==> config.mk <==
export PLATFORM = sky130hd
export DESIGN_NAME = rv_writeback_mo
export DESIGN_NICKNAME = d
export VERILOG_FILES = /design/src/rtl/rv_writeback_mo.sv
export SDC_FILE = /design/constraint.sdc
export NUM_CORES = 1
export LEC_CHECK = 0
export BUFFER_PORTS_ARGS = -buffer_cell sky130_fd_sc_hd__buf_2
export CAP_MARGIN = 30
export CORE_UTILIZATION = 50
export CTS_CLUSTER_SIZE = 10
export DETAILED_ROUTE_END_ITERATION = 10
export PLACE_DENSITY_LB_ADDON = 0.3
export RECOVER_POWER = 25
export SYNTH_ARGS = -nofsm -noshare
export SYNTH_HDL_FRONTEND = slang
export SYNTH_SLANG_ARGS = --single-unit
==> constraint.sdc <==
create_clock -name clk_i -period 4.6 [get_ports clk_i]
set_input_delay 0.92 -clock clk_i [delete_from_list [all_inputs] [get_ports clk_i]]
set_output_delay 0.92 -clock clk_i [all_outputs]
set_load 0.1 [all_outputs]
==> src/rtl/rv_writeback_mo.sv <==
// ---------------------------------------------------------------------------
// rv_writeback_mo -- memory-ordered writeback stage
//
// Tracks outstanding loads in an in-order tag FIFO and outstanding stores in
// a counter, retires load data to the register file as completions arrive,
// and merges ALU results into the single register-file write port.
//
// Parameters:
//   LOAD_DEPTH  (1..4) maximum outstanding loads
//   STORE_DEPTH (1..7) maximum outstanding stores
//
// Optional feature macro: URV_WB_MISALIGN_EN
//   defined   : misaligned H/HU/L loads raise x_misaligned_o and are dropped
//   undefined : x_misaligned_o is 0, low address bits only select the lane
//
// Ports:
//   clk_i, rst_i           clock, synchronous active-high reset
//   w_stall_i              pipeline stall, x-side inputs ignored while high
//   w_stall_req_o          ask upstream to hold the x-side inputs
//   x_valid_i .. x_rs2_i   instruction presented by the execute stage
//   dm_data_l_i            load data, valid with dm_load_done_i
//   dm_load_done_i         in-order load completion pulse
//   dm_store_done_i        in-order store completion pulse
//   rf_rd_value_o/rd_o/rd_write_o   register-file write port
//   x_misaligned_o         misaligned-load exception
//   wb_idle_o              no loads or stores outstanding
// ---------------------------------------------------------------------------
module rv_writeback_mo #(
   parameter int LOAD_DEPTH  = 2,
   parameter int STORE_DEPTH = 2
) (
   input  logic        clk_i,
   input  logic        rst_i,
   input  logic        w_stall_i,
   output logic        w_stall_req_o,
   input  logic        x_valid_i,
   input  logic [2:0]  x_fun_i,
   input  logic        x_load_i,
   input  logic        x_store_i,
   input  logic [31:0] x_dm_addr_i,
   input  logic [4:0]  x_rd_i,
   input  logic [31:0] x_rd_value_i,
   input  logic        x_rd_write_i,
   input  logic [4:0]  x_rs1_i,
   input  logic [4:0]  x_rs2_i,
   input  logic [31:0] dm_data_l_i,
   input  logic        dm_load_done_i,
   input  logic        dm_store_done_i,
   output logic [31:0] rf_rd_value_o,
   output logic [4:0]  rf_rd_o,
   output logic        rf_rd_write_o,
   output logic        x_misaligned_o,
   output logic        wb_idle_o
);

   localparam logic [2:0] LDST_B  = 3'b000;
   localparam logic [2:0] LDST_H  = 3'b001;
   localparam logic [2:0] LDST_L  = 3'b010;
   localparam logic [2:0] LDST_BU = 3'b100;
   localparam logic [2:0] LDST_HU = 3'b101;

   // Storage is sized for the largest legal depth; only LOAD_DEPTH slots are used.
   localparam logic [3:0] LMASK = 4'((1 << LOAD_DEPTH) - 1);
   localparam logic [1:0] LAST  = 2'(LOAD_DEPTH - 1);
   localparam logic [2:0] SMAX  = 3'(STORE_DEPTH);

   // Select the addressed lane of the load word and sign/zero extend it.
   function automatic logic [31:0] load_align(input logic [2:0]  fun,
                                              input logic [1:0]  off,
                                              input logic [31:0] data);
      logic [7:0]  byte_v;
      logic [15:0] half_v;
      logic [31:0] res_v;
      byte_v = 8'(data >> {off, 3'b000});
      half_v = off[1] ? data[31:16] : data[15:0];
      case (fun)
         LDST_B:  res_v = {{24{byte_v[7]}}, byte_v};
         LDST_BU: res_v = {24'h00_0000, byte_v};
         LDST_H:  res_v = {{16{half_v[15]}}, half_v};
         LDST_HU: res_v = {16'h0000, half_v};
         LDST_L:  res_v = data;
         default: res_v = data;
      endcase
      return res_v;
   endfunction

   function automatic logic [1:0] ptr_inc(input logic [1:0] p);
      return (p == LAST) ? 2'b00 : p + 2'b01;
   endfunction

   logic [4:0] tag_rd_r  [0:3];
   logic [2:0] tag_fun_r [0:3];
   logic [1:0] tag_off_r [0:3];
   logic [3:0] tag_vld_r;
   logic [1:0] wr_ptr_r;
   logic [1:0] rd_ptr_r;
   logic [2:0] st_cnt_r;

   logic        fifo_empty_s;
   logic        fifo_full_s;
   logic        hazard_s;
   logic        pop_s;
   logic        alu_conflict_s;
   logic        stall_req_s;
   logic        go_s;
   logic        addr_mis_s;
   logic        mis_s;
   logic        push_s;
   logic        alu_wr_s;
   logic        st_inc_s;
   logic        st_dec_s;
   logic [3:0]  set_mask_s;
   logic [3:0]  clr_mask_s;
   logic [31:0] load_val_s;
   logic        addr_hi_unused_s;

   assign addr_hi_unused_s = ^x_dm_addr_i[31:2];

   assign fifo_empty_s = (tag_vld_r == 4'b0000);
   assign fifo_full_s  = ((tag_vld_r & LMASK) == LMASK);

   // Source or destination of the incoming instruction matches a pending load rd.
   always_comb begin
      hazard_s = 1'b0;
      for (int i = 0; i < 4; i++) begin
         hazard_s = hazard_s | (tag_vld_r[i] &
                    (((x_rs1_i != 5'd0) && (x_rs1_i == tag_rd_r[i])) ||
                     ((x_rs2_i != 5'd0) && (x_rs2_i == tag_rd_r[i])) ||
                     ((x_rd_i  != 5'd0) && (x_rd_i  == tag_rd_r[i]))));
      end
   end

`ifdef URV_WB_MISALIGN_EN
   assign addr_mis_s = (((x_fun_i == LDST_H) || (x_fun_i == LDST_HU)) && x_dm_addr_i[0]) ||
                       ((x_fun_i == LDST_L) && (x_dm_addr_i[1:0] != 2'b00));
`else
   assign addr_mis_s = 1'b0;
`endif

   // Load retirement ignores w_stall_i; an empty FIFO swallows the pulse.
   assign pop_s = !rst_i && dm_load_done_i && !fifo_empty_s;

   // An ALU write colliding with a retiring load is held back one cycle.
   assign alu_conflict_s = !x_load_i && x_rd_write_i && (x_rd_i != 5'd0) && pop_s;

   assign stall_req_s = !rst_i && x_valid_i &&
                        ((x_load_i && fifo_full_s) ||
                         (x_store_i && (st_cnt_r == SMAX)) ||
                         hazard_s || alu_conflict_s);

   assign go_s     = !rst_i && x_valid_i && !w_stall_i && !stall_req_s;
   assign mis_s    = go_s && x_load_i && addr_mis_s;
   assign push_s   = go_s && x_load_i && !addr_mis_s;
   assign alu_wr_s = go_s && !x_load_i && x_rd_write_i;
   assign st_inc_s = go_s && x_store_i;
   assign st_dec_s = !rst_i && dm_store_done_i && (st_cnt_r != 3'd0);

   // One-hot set/clear masks for the FIFO slot valid bits.
   always_comb begin
      set_mask_s = 4'b0000;
      clr_mask_s = 4'b0000;
      if (push_s) begin
         set_mask_s = 4'b0001 << wr_ptr_r;
      end else begin
         set_mask_s = 4'b0000;
      end
      if (pop_s) begin
         clr_mask_s = 4'b0001 << rd_ptr_r;
      end else begin
         clr_mask_s = 4'b0000;
      end
   end

   assign load_val_s = load_align(tag_fun_r[rd_ptr_r], tag_off_r[rd_ptr_r], dm_data_l_i);

   // Register-file write port: a retiring load has priority over the ALU result.
   always_comb begin
      rf_rd_write_o = 1'b0;
      rf_rd_o       = 5'd0;
      rf_rd_value_o = 32'h0000_0000;
      if (pop_s) begin
         rf_rd_write_o = (tag_rd_r[rd_ptr_r] != 5'd0);
         rf_rd_o       = tag_rd_r[rd_ptr_r];
         rf_rd_value_o = load_val_s;
      end else if (alu_wr_s) begin
         rf_rd_write_o = (x_rd_i != 5'd0);
         rf_rd_o       = x_rd_i;
         rf_rd_value_o = x_rd_value_i;
      end else begin
         rf_rd_write_o = 1'b0;
      end
   end

   assign w_stall_req_o  = stall_req_s;
   assign x_misaligned_o = mis_s;
   assign wb_idle_o      = fifo_empty_s && (st_cnt_r == 3'd0);

   // Load-tag FIFO: slot payload, valid bits and wrapping pointers.
   always_ff @(posedge clk_i) begin
      if (rst_i) begin
         for (int i = 0; i < 4; i++) begin
            tag_rd_r[i]  <= 5'd0;
            tag_fun_r[i] <= 3'd0;
            tag_off_r[i] <= 2'd0;
         end
         tag_vld_r <= 4'b0000;
         wr_ptr_r  <= 2'b00;
         rd_ptr_r  <= 2'b00;
      end else begin
         if (push_s) begin
            tag_rd_r[wr_ptr_r]  <= x_rd_i;
            tag_fun_r[wr_ptr_r] <= x_fun_i;
            tag_off_r[wr_ptr_r] <= x_dm_addr_i[1:0];
            wr_ptr_r            <= ptr_inc(wr_ptr_r);
         end
         if (pop_s) begin
            rd_ptr_r <= ptr_inc(rd_ptr_r);
         end
         tag_vld_r <= (tag_vld_r | set_mask_s) & ~clr_mask_s;
      end
   end

   // Outstanding-store counter.
   always_ff @(posedge clk_i) begin
      if (rst_i) begin
         st_cnt_r <= 3'd0;
      end else begin
         case ({st_inc_s, st_dec_s})
            2'b10:   st_cnt_r <= st_cnt_r + 3'd1;
            2'b01:   st_cnt_r <= st_cnt_r - 3'd1;
            default: st_cnt_r <= st_cnt_r;
         endcase
      end
   end

endmodule
==> flow_metrics.py, run 1 <==
metrics = {
    "synth": {
        "synth-edff-count": 40,
        "syn_area_um2": 4240,
        "yosys_warnings": 0,
        "synth_nets": 567,
        "synth_seq_cells": 53,
        "synth-seq-area-share_pct": 34.5,
        "synth_area_per_cell_um2": 9.58,
        "syn_inst": 442,
        "postSynth.topFlopCell": "sky130_fd_sc_hd__edfxtp_1",
        "synthArstFlopShare_pct": 0,
        "synthDistinctLibCells": 51,
    },
    "timing": {
        "finalClockSkew_ns": 0.00891,
        "max_slew.worst_pin.slew_ns": 1.16,
        "slew_limit_headroom_pct": 22.9,
        "setup_violations": 0,
        "final_setup_slack_of_the_worst_path_ns": 0.0874,
        "final.hold.worst_slack_ns": 0.522,
        "setup_repair_after_global_routing_missed_its_margin": "no",
        "timing.fmax_mhz": 222,
        "period_share_pct": 98.1,
        "timing.final.max_slew_violations": 0,
        "setup_tns_final_ns": 0,
        "hold_viol_final": 0,
        "period_minus_slack_ns": 4.51,
    },
    "detailed_routing": {
        "wl_per_cell_um": 18.9,
        "route.vias.total": 3935,
        "route.final.wire_length_mm": 12.2,
        "antenna_left": 0,
        "first_iter_violations": 322,
        "drt_drc_violations_left": 0,
        "vias_per_cell": 6.09,
        "dr.pass1.iters": 5,
    },
    "floorplanning": {
        "die_width_um": 94.1,
        "i_o_pin_total": 164,
        "placeableCoreArea_um2": 8220,
        "floorplan.die.height_um": 94.1,
        "start_util_pct": 51.6,
        "overall_die_area_um2": 8850,
        "number_of_rows_in_the_core_area": 33,
    },
    "global_routing": {
        "globalRoute.totalOverflow": 0,
        "initial_antenna_violation_count": 0,
        "grtUsageTotal_pct": 27.8,
        "grt_first_pass_wirelength_mm": 18.8,
        "grt_max_degree": 65,
        "number_of_global_route_vias_before_repair": 3809,
    },
    "critical_path": {
        "critPathMaxFanout": 37,
        "cp_slowest_stage_delay_ns": 0.57,
        "cp_data_arrival_time_ns": 3.59,
        "start_kind": "primary input",
        "worst-setup-path-type": "in -> out",
        "crit_top_cell": "sky130_fd_sc_hd__buf_12",
        "critical-path-top-delay-family": "simple AND/OR/NAND/NOR gates",
        "end_kind": "output pin",
        "timing.critical_path.slowest_stage_cell": "sky130_fd_sc_hd__or4_4",
        "critical_path.cell_chain": "buf_2 > or4_4 > nor2_4 > nor4_1 > o31ai_1 > nand4_1 > nor2_2 > buf_12 > a32o_1 > buf_12",
        "critical_path_buf_inv_count": 3,
        "required_ns": 3.68,
    },
    "cells_and_area": {
        "drive_above_1_share_pct": 36.4,
        "layout-area-overhead-vs-synth_pct": 30.3,
        "final_net_count": 665,
        "final_core_utilization_pct": 67.2,
        "n_antenna_cell": 0,
        "final.fill_count": 660,
    },
    "clocking": {
        "post_cts_buffers": 0,
        "max_root_sink_buffers": 2,
        "cts.hold.buffers_added": 0,
        "cts_max_level": 2,
        "worstSkewPairLatency_ns": 0.31,
        "cts.clk_slew.worst_paths_ns": 0.09,
        "tritoncts.num_buffers": 5,
        "cts.repair.resized": 0,
        "cts_tree": "yes",
        "clock_sink_count": 53,
        "clock_tree.root_cell": "sky130_fd_sc_hd__clkbuf_8",
    },
    "placement": {
        "io_buffer_count": 132,
        "place.gp.congestion": 0.929,
        "dpl_worst_slack_ns": 0.174,
        "place.detailed.hpwl_mm": 9.19,
    },
    "power": {
        "power.density_nw_per_um2": 212,
        "leakagePower_nw": 2.26,
        "worst_ir_drop_vdd_uv": 376,
    },
    "hold_path": {
        "worstHoldPathType": "reg -> reg",
    },
    "job": {
        "drv_cap": 0,
    },
    "outcome": {
        "run_status": "complete, no violations",
    },
}
[worst register-to-register path, stage by stage (launching register included)]
cell and delay, ns:
sky130_fd_sc_hd__dfxtp_1 0.39, sky130_fd_sc_hd__o41ai_1 0.90, sky130_fd_sc_hd__or2_2 0.25, sky130_fd_sc_hd__o311ai_1 0.09, sky130_fd_sc_hd__nor2_1 0.15, sky130_fd_sc_hd__nand3_1 0.12, sky130_fd_sc_hd__nor4b_1 0.78, sky130_fd_sc_hd__buf_4 0.38
sky130_fd_sc_hd__a21o_1 0.46
[cell usage after synthesis, types with 3 or more instances]
cell                       instances  area, um^2
sky130_fd_sc_hd__xnor2_1          36         315
sky130_fd_sc_hd__a21oi_1          36         180
sky130_fd_sc_hd__clkbuf_1         28         105
sky130_fd_sc_hd__a31o_1            6        52.6
sky130_fd_sc_hd__nor4_1           13        81.3
sky130_fd_sc_hd__a21o_1            4        30.0
sky130_fd_sc_hd__nor2b_1           3        18.8
sky130_fd_sc_hd__inv_1             8        30.0
sky130_fd_sc_hd__mux2i_1           9        90.1
sky130_fd_sc_hd__edfxtp_1         40        1200
sky130_fd_sc_hd__a22oi_1           8        60.1
sky130_fd_sc_hd__buf_1             3        11.3
sky130_fd_sc_hd__nand3_1          16        80.1
sky130_fd_sc_hd__a22o_1            9        78.8
sky130_fd_sc_hd__o31ai_1           4        30.0
sky130_fd_sc_hd__or4_1             4        30.0
sky130_fd_sc_hd__and2_1           14        87.6
sky130_fd_sc_hd__buf_2            10        50.1
sky130_fd_sc_hd__mux4_2           10         225
sky130_fd_sc_hd__nor2_2            3        18.8
sky130_fd_sc_hd__nand2b_1          4        25.0
sky130_fd_sc_hd__xor2_1           27         236
sky130_fd_sc_hd__nand2_1          18        67.6
sky130_fd_sc_hd__buf_4             3        22.5
sky130_fd_sc_hd__nor2_1           17        63.8
sky130_fd_sc_hd__nor3_1            5        25.0
sky130_fd_sc_hd__and3_1           32         200
sky130_fd_sc_hd__a31o_2           26         228
sky130_fd_sc_hd__o221a_2           7        78.8
sky130_fd_sc_hd__o21ai_0           3        15.0
sky130_fd_sc_hd__dfxtp_1          13         260
[flip-flops by register name (all words and copies together), names as in the netlist, named ones only]
register   flops
rd_ptr_r       2
st_cnt_r       3
tag_fun_r     12
tag_off_r      8
tag_rd_r      20
tag_vld_r      4
wr_ptr_r       2
[cell families after synthesis]
logic type / share of synthesized area (%)
XOR/XNOR: 13.0
flip-flops: 34.5
adder cells (fa/ha/maj): 0.768
AO/OA/AOI/OAI: 18.8
other: 0.0885
AND/OR/NAND/NOR: 19.0
buffers and inverters: 5.82
multiplexers: 7.97
[path summary, 6_finish.rpt]
check               start                to  slack (ns)  cells after the start
max             x_rd_i[1]  rf_rd_value_o[7]        0.09                     10
min           st_cnt_r[2]       st_cnt_r[2]        0.52                      2
max reg2reg  tag_vld_r[0]    tag_rd_r[0][2]        0.72                      8
min reg2reg   st_cnt_r[2]       st_cnt_r[2]        0.52                      2
[per-layer routing]
metal  part of all wire (%)  vias up  global-route usage, %
met5                      0        -                      0
met4                    1.5        0                   8.59
met3                    6.6       18                   4.21
met2                     49      170                   45.7
met1                     43     1898                   37.6
li1                       -     1849                      -
[placed cells by master (no fill, tap or decap), types with 4 or more instances in the layout]
master                      n
sky130_fd_sc_hd__buf_2     94
sky130_fd_sc_hd__edfxtp_1  40
sky130_fd_sc_hd__buf_12    38
sky130_fd_sc_hd__xnor2_1   36
sky130_fd_sc_hd__a21oi_1   36
sky130_fd_sc_hd__and3_1    32
sky130_fd_sc_hd__xor2_1    27
sky130_fd_sc_hd__a31o_2    26
sky130_fd_sc_hd__nand2_1   18
sky130_fd_sc_hd__nor2_1    17
sky130_fd_sc_hd__nand3_1   16
sky130_fd_sc_hd__nor4_1    13
sky130_fd_sc_hd__dfxtp_1   13
sky130_fd_sc_hd__mux4_2    10
sky130_fd_sc_hd__mux2i_1    9
sky130_fd_sc_hd__a22o_1     9
sky130_fd_sc_hd__inv_1      8
sky130_fd_sc_hd__and2_1     8
sky130_fd_sc_hd__a22oi_1    8
sky130_fd_sc_hd__o221a_2    7
sky130_fd_sc_hd__a31o_1     6
sky130_fd_sc_hd__and2_0     6
sky130_fd_sc_hd__nor3_1     5
sky130_fd_sc_hd__clkbuf_8   5
sky130_fd_sc_hd__or4_1      4
sky130_fd_sc_hd__nand2b_1   4
sky130_fd_sc_hd__a21o_1     4
sky130_fd_sc_hd__buf_4      4
[power breakdown]
group / internal, W / switching (W) / total (W) / leakage [nW]
Clock: 0.000166 / 0.000162 / 0.000328 / 0.0591
Sequential: 0.000531 / 0.0000200 / 0.000551 / 0.515
Combinational: 0.000116 / 0.000175 / 0.000292 / 1.69
Total: 0.000814 / 0.000357 / 0.00117 / 2.26
[through the flow]
stage | total power, W | cells | instance area (um^2)
after floorplan | 0.000754 | 442 | 4240
after global placement | 0.000842 | 638 | 5430
final | 0.00117 | 646 | 5520
after CTS | 0.00117 | 646 | 5550
after detailed placement | 0.000853 | 638 | 5430
after global routing | 0.00121 | 646 | 5520
[area by class of cell]
class                   instances  area (um^2)  share of cell area, %
repair buffers                138         1270                   23.0
clock inverters                 3         47.5                  0.861
clock buffers                   5         68.8                   1.25
multi-input cells             334         2510                   45.5
inverters                       8         30.0                  0.544
flip-flops and latches         53         1460                   26.5
well taps                     105          131                   2.38
(Power assumes the default switching activity.)
==> inputs of run 2 (changes only) <==
CORE_MARGIN = 5   (was unset)
GPL_TIMING_DRIVEN = 0   (was unset)
==> run 2 against run 1 <==
  * Worst setup slack worse by 0.035 ns
  * Fmax down 0.78%
  * Sequential share of layout area up 1.2 points
  * Cell area down 4.2%
  * Clock skew up 0.0038 ns
  * Core utilization down 2.8 points
  * Global-route usage down 4.1 points
  * Largest power group unchanged
==> flow_metrics.py, run 2 (same netlist as run 1, synthesis figures left out) <==
metrics = {
    "outcome": {
        "run_status": "complete, no violations",
    },
    "detailed_routing": {
        "antenna_left": 0,
        "drt_drc_violations_left": 0,
        "route.final.wire_length_mm": 13.0,
        "first_iter_violations": 211,
        "dr.pass1.iters": 7,
        "vias_per_cell": 6.14,
        "route.vias.total": 4136,
        "wl_per_cell_um": 19.4,
    },
    "global_routing": {
        "groute.layer.met2.usage_pct": 40.5,
        "grt_max_degree": 19,
        "globalRoute.totalOverflow": 0,
        "groute.layer.met1.usage_pct": 31.9,
        "number_of_global_route_vias_before_repair": 3894,
        "grt_first_pass_wirelength_mm": 19.4,
        "initial_antenna_violation_count": 0,
        "layer_with_the_highest_usage": "met2",
        "grtUsageTotal_pct": 23.7,
        "groute.layer.met3.usage_pct": 2.87,
    },
    "cells_and_area": {
        "mostFrequentLayoutCell": "sky130_fd_sc_hd__buf_2",
        "layout-area-overhead-vs-synth_pct": 24.8,
        "final_net_count": 693,
        "final.fill_count": 688,
        "drive_above_1_share_pct": 33.9,
        "post_layout_nonfiller_instances": 674,
        "multiInputGateArea_um2": 2540,
        "layout.area.seq_um2": 1460,
        "largest_register_ffs": 20,
        "registers.top_by_ff_count": "tag_rd_r",
        "final_core_utilization_pct": 64.4,
        "commonest_cells_after_routing_fill_and_taps_aside": "sky130_fd_sc_hd__buf_2 (92), sky130_fd_sc_hd__edfxtp_1 (40), sky130_fd_sc_hd__xnor2_1 (36), sky130_fd_sc_hd__a21oi_1 (36), sky130_fd_sc_hd__clkbuf_1 (33)",
        "largest_registers": "tag_rd_r: 20 flops, tag_fun_r: 12 flops, tag_off_r: 8 flops",
        "n_antenna_cell": 0,
    },
    "critical_path": {
        "cp_slowest_stage_delay_ns": 0.54,
        "required_ns": 3.68,
        "end_kind": "output pin",
        "worst-setup-path-type": "in -> out",
        "crit_top_cell": "sky130_fd_sc_hd__nor2_4",
        "critical_path.cell_chain": "clkbuf_2 > or4_4 > nor2_4 > nor4_1 > o31ai_1 > buf_4 > nand4_1 > nor2_4 > buf_12 > buf_2 > a31o_2 > buf_6",
        "critical-path-top-delay-family": "simple AND/OR/NAND/NOR gates",
        "timing.critical_path.slowest_stage_cell": "sky130_fd_sc_hd__or4_4",
        "cp_data_arrival_time_ns": 3.63,
        "critPathMaxFanout": 10,
        "critical_path_buf_inv_count": 5,
        "reg2reg_setup_slack_ns": 1.33,
        "start_kind": "primary input",
    },
    "clocking": {
        "worstSkewPairLatency_ns": 0.32,
        "clock_sink_count": 53,
        "clock_tree.root_cell": "sky130_fd_sc_hd__clkbuf_8",
        "cts_max_level": 2,
        "cts_tree": "yes",
        "cts.clk_slew.worst_paths_ns": 0.09,
        "tritoncts.num_buffers": 5,
        "max_root_sink_buffers": 2,
        "cts.hold.buffers_added": 0,
    },
    "timing": {
        "period_share_pct": 98.9,
        "max_slew.worst_pin.slew_ns": 1.16,
        "hold_viol_final": 0,
        "timing.fmax_mhz": 220,
        "setup_tns_final_ns": 0,
        "finalClockSkew_ns": 0.0128,
        "period_minus_slack_ns": 4.55,
        "timing.final.max_slew_violations": 0,
        "slew_limit_headroom_pct": 23.0,
        "setup_repair_after_global_routing_missed_its_margin": "yes",
        "setup_violations": 0,
    },
    "floorplanning": {
        "die_width_um": 102,
        "placeableCoreArea_um2": 8220,
        "overall_die_area_um2": 10400,
        "start_util_pct": 51.6,
        "i_o_pin_total": 164,
        "number_of_rows_in_the_core_area": 33,
        "floorplan.die.height_um": 102,
    },
    "job": {
        "drv_cap": 0,
    },
    "power": {
        "worst_ir_drop_vdd_uv": 191,
        "power.density_nw_per_um2": 220,
        "leakagePower_nw": 2.22,
    },
    "placement": {
        "placedCellCount": 664,
        "place.gp.congestion": 0.956,
        "place.detailed.hpwl_mm": 9.95,
        "io_buffer_count": 117,
    },
    "hold_path": {
        "worstHoldPathType": "reg -> reg",
    },
}
run 2: worst paths after layout:
path / start / endpoint / depth (start not counted)
worst max-delay path: x_rd_i[3] / rf_rd_value_o[19] / 12
worst min register to register: st_cnt_r[2] / st_cnt_r[2] / 2
worst min-delay path: st_cnt_r[2] / st_cnt_r[2] / 2
worst max register to register: tag_vld_r[0] / tag_rd_r[3][4] / 8
run 2: final cells by class:
class | count | share of cell area [%]
Buffer | 47 | 3.98
Clock buffer | 5 | 1.30
Clock inverter | 3 | 0.899
Inverter | 8 | 0.568
Multi-Input combinational cell | 334 | 48.0
Sequential cell | 53 | 27.6
Tap cell | 105 | 2.48
Timing Repair Buffer | 119 | 15.1
run 2: tightest hold or removal path: stages, from the launching register on:
cell	delay, ns
sky130_fd_sc_hd__dfxtp_1	0.34
sky130_fd_sc_hd__o21ai_0	0.08
sky130_fd_sc_hd__a21oi_1	0.06
run 2: report_power, final:
| part | switching (W) | leakage, nW | internal [W] | total [W] |
|---|---|---|---|---|
| clock network | 0.000159 | 0.0591 | 0.000166 | 0.000326 |
| registers | 0.0000192 | 0.515 | 0.000531 | 0.000550 |
| logic | 0.000179 | 1.65 | 0.000110 | 0.000290 |
run 2: metal layers:
metal | up-vias | routed length, um
met5 | - | 0
met4 | 0 | 293
met3 | 29 | 1040
met2 | 185 | 6440
met1 | 2024 | 5270
li1 | 1898 | -
run 2: per-stage QoR:
stage	total power, W	cell area (um^2)	hold WS (ns)	setup slack (ns)
floorplan	0.000754	4240	0.472	0.0128
global placement	0.000830	4960	0.490	-0.313
detailed placement	0.000839	4960	0.498	-0.358
CTS	0.00116	5180	0.513	0.0321
global route	0.00121	5290	0.529	-0.0233
finish	0.00117	5290	0.518	0.0520
run 2: repair_timing:
item	in CTS	in global routing
buffers inserted	2	0
pin swaps	2	0
setup endpoints to repair	37	37
gates resized for setup	31	34
gates cloned	0	0
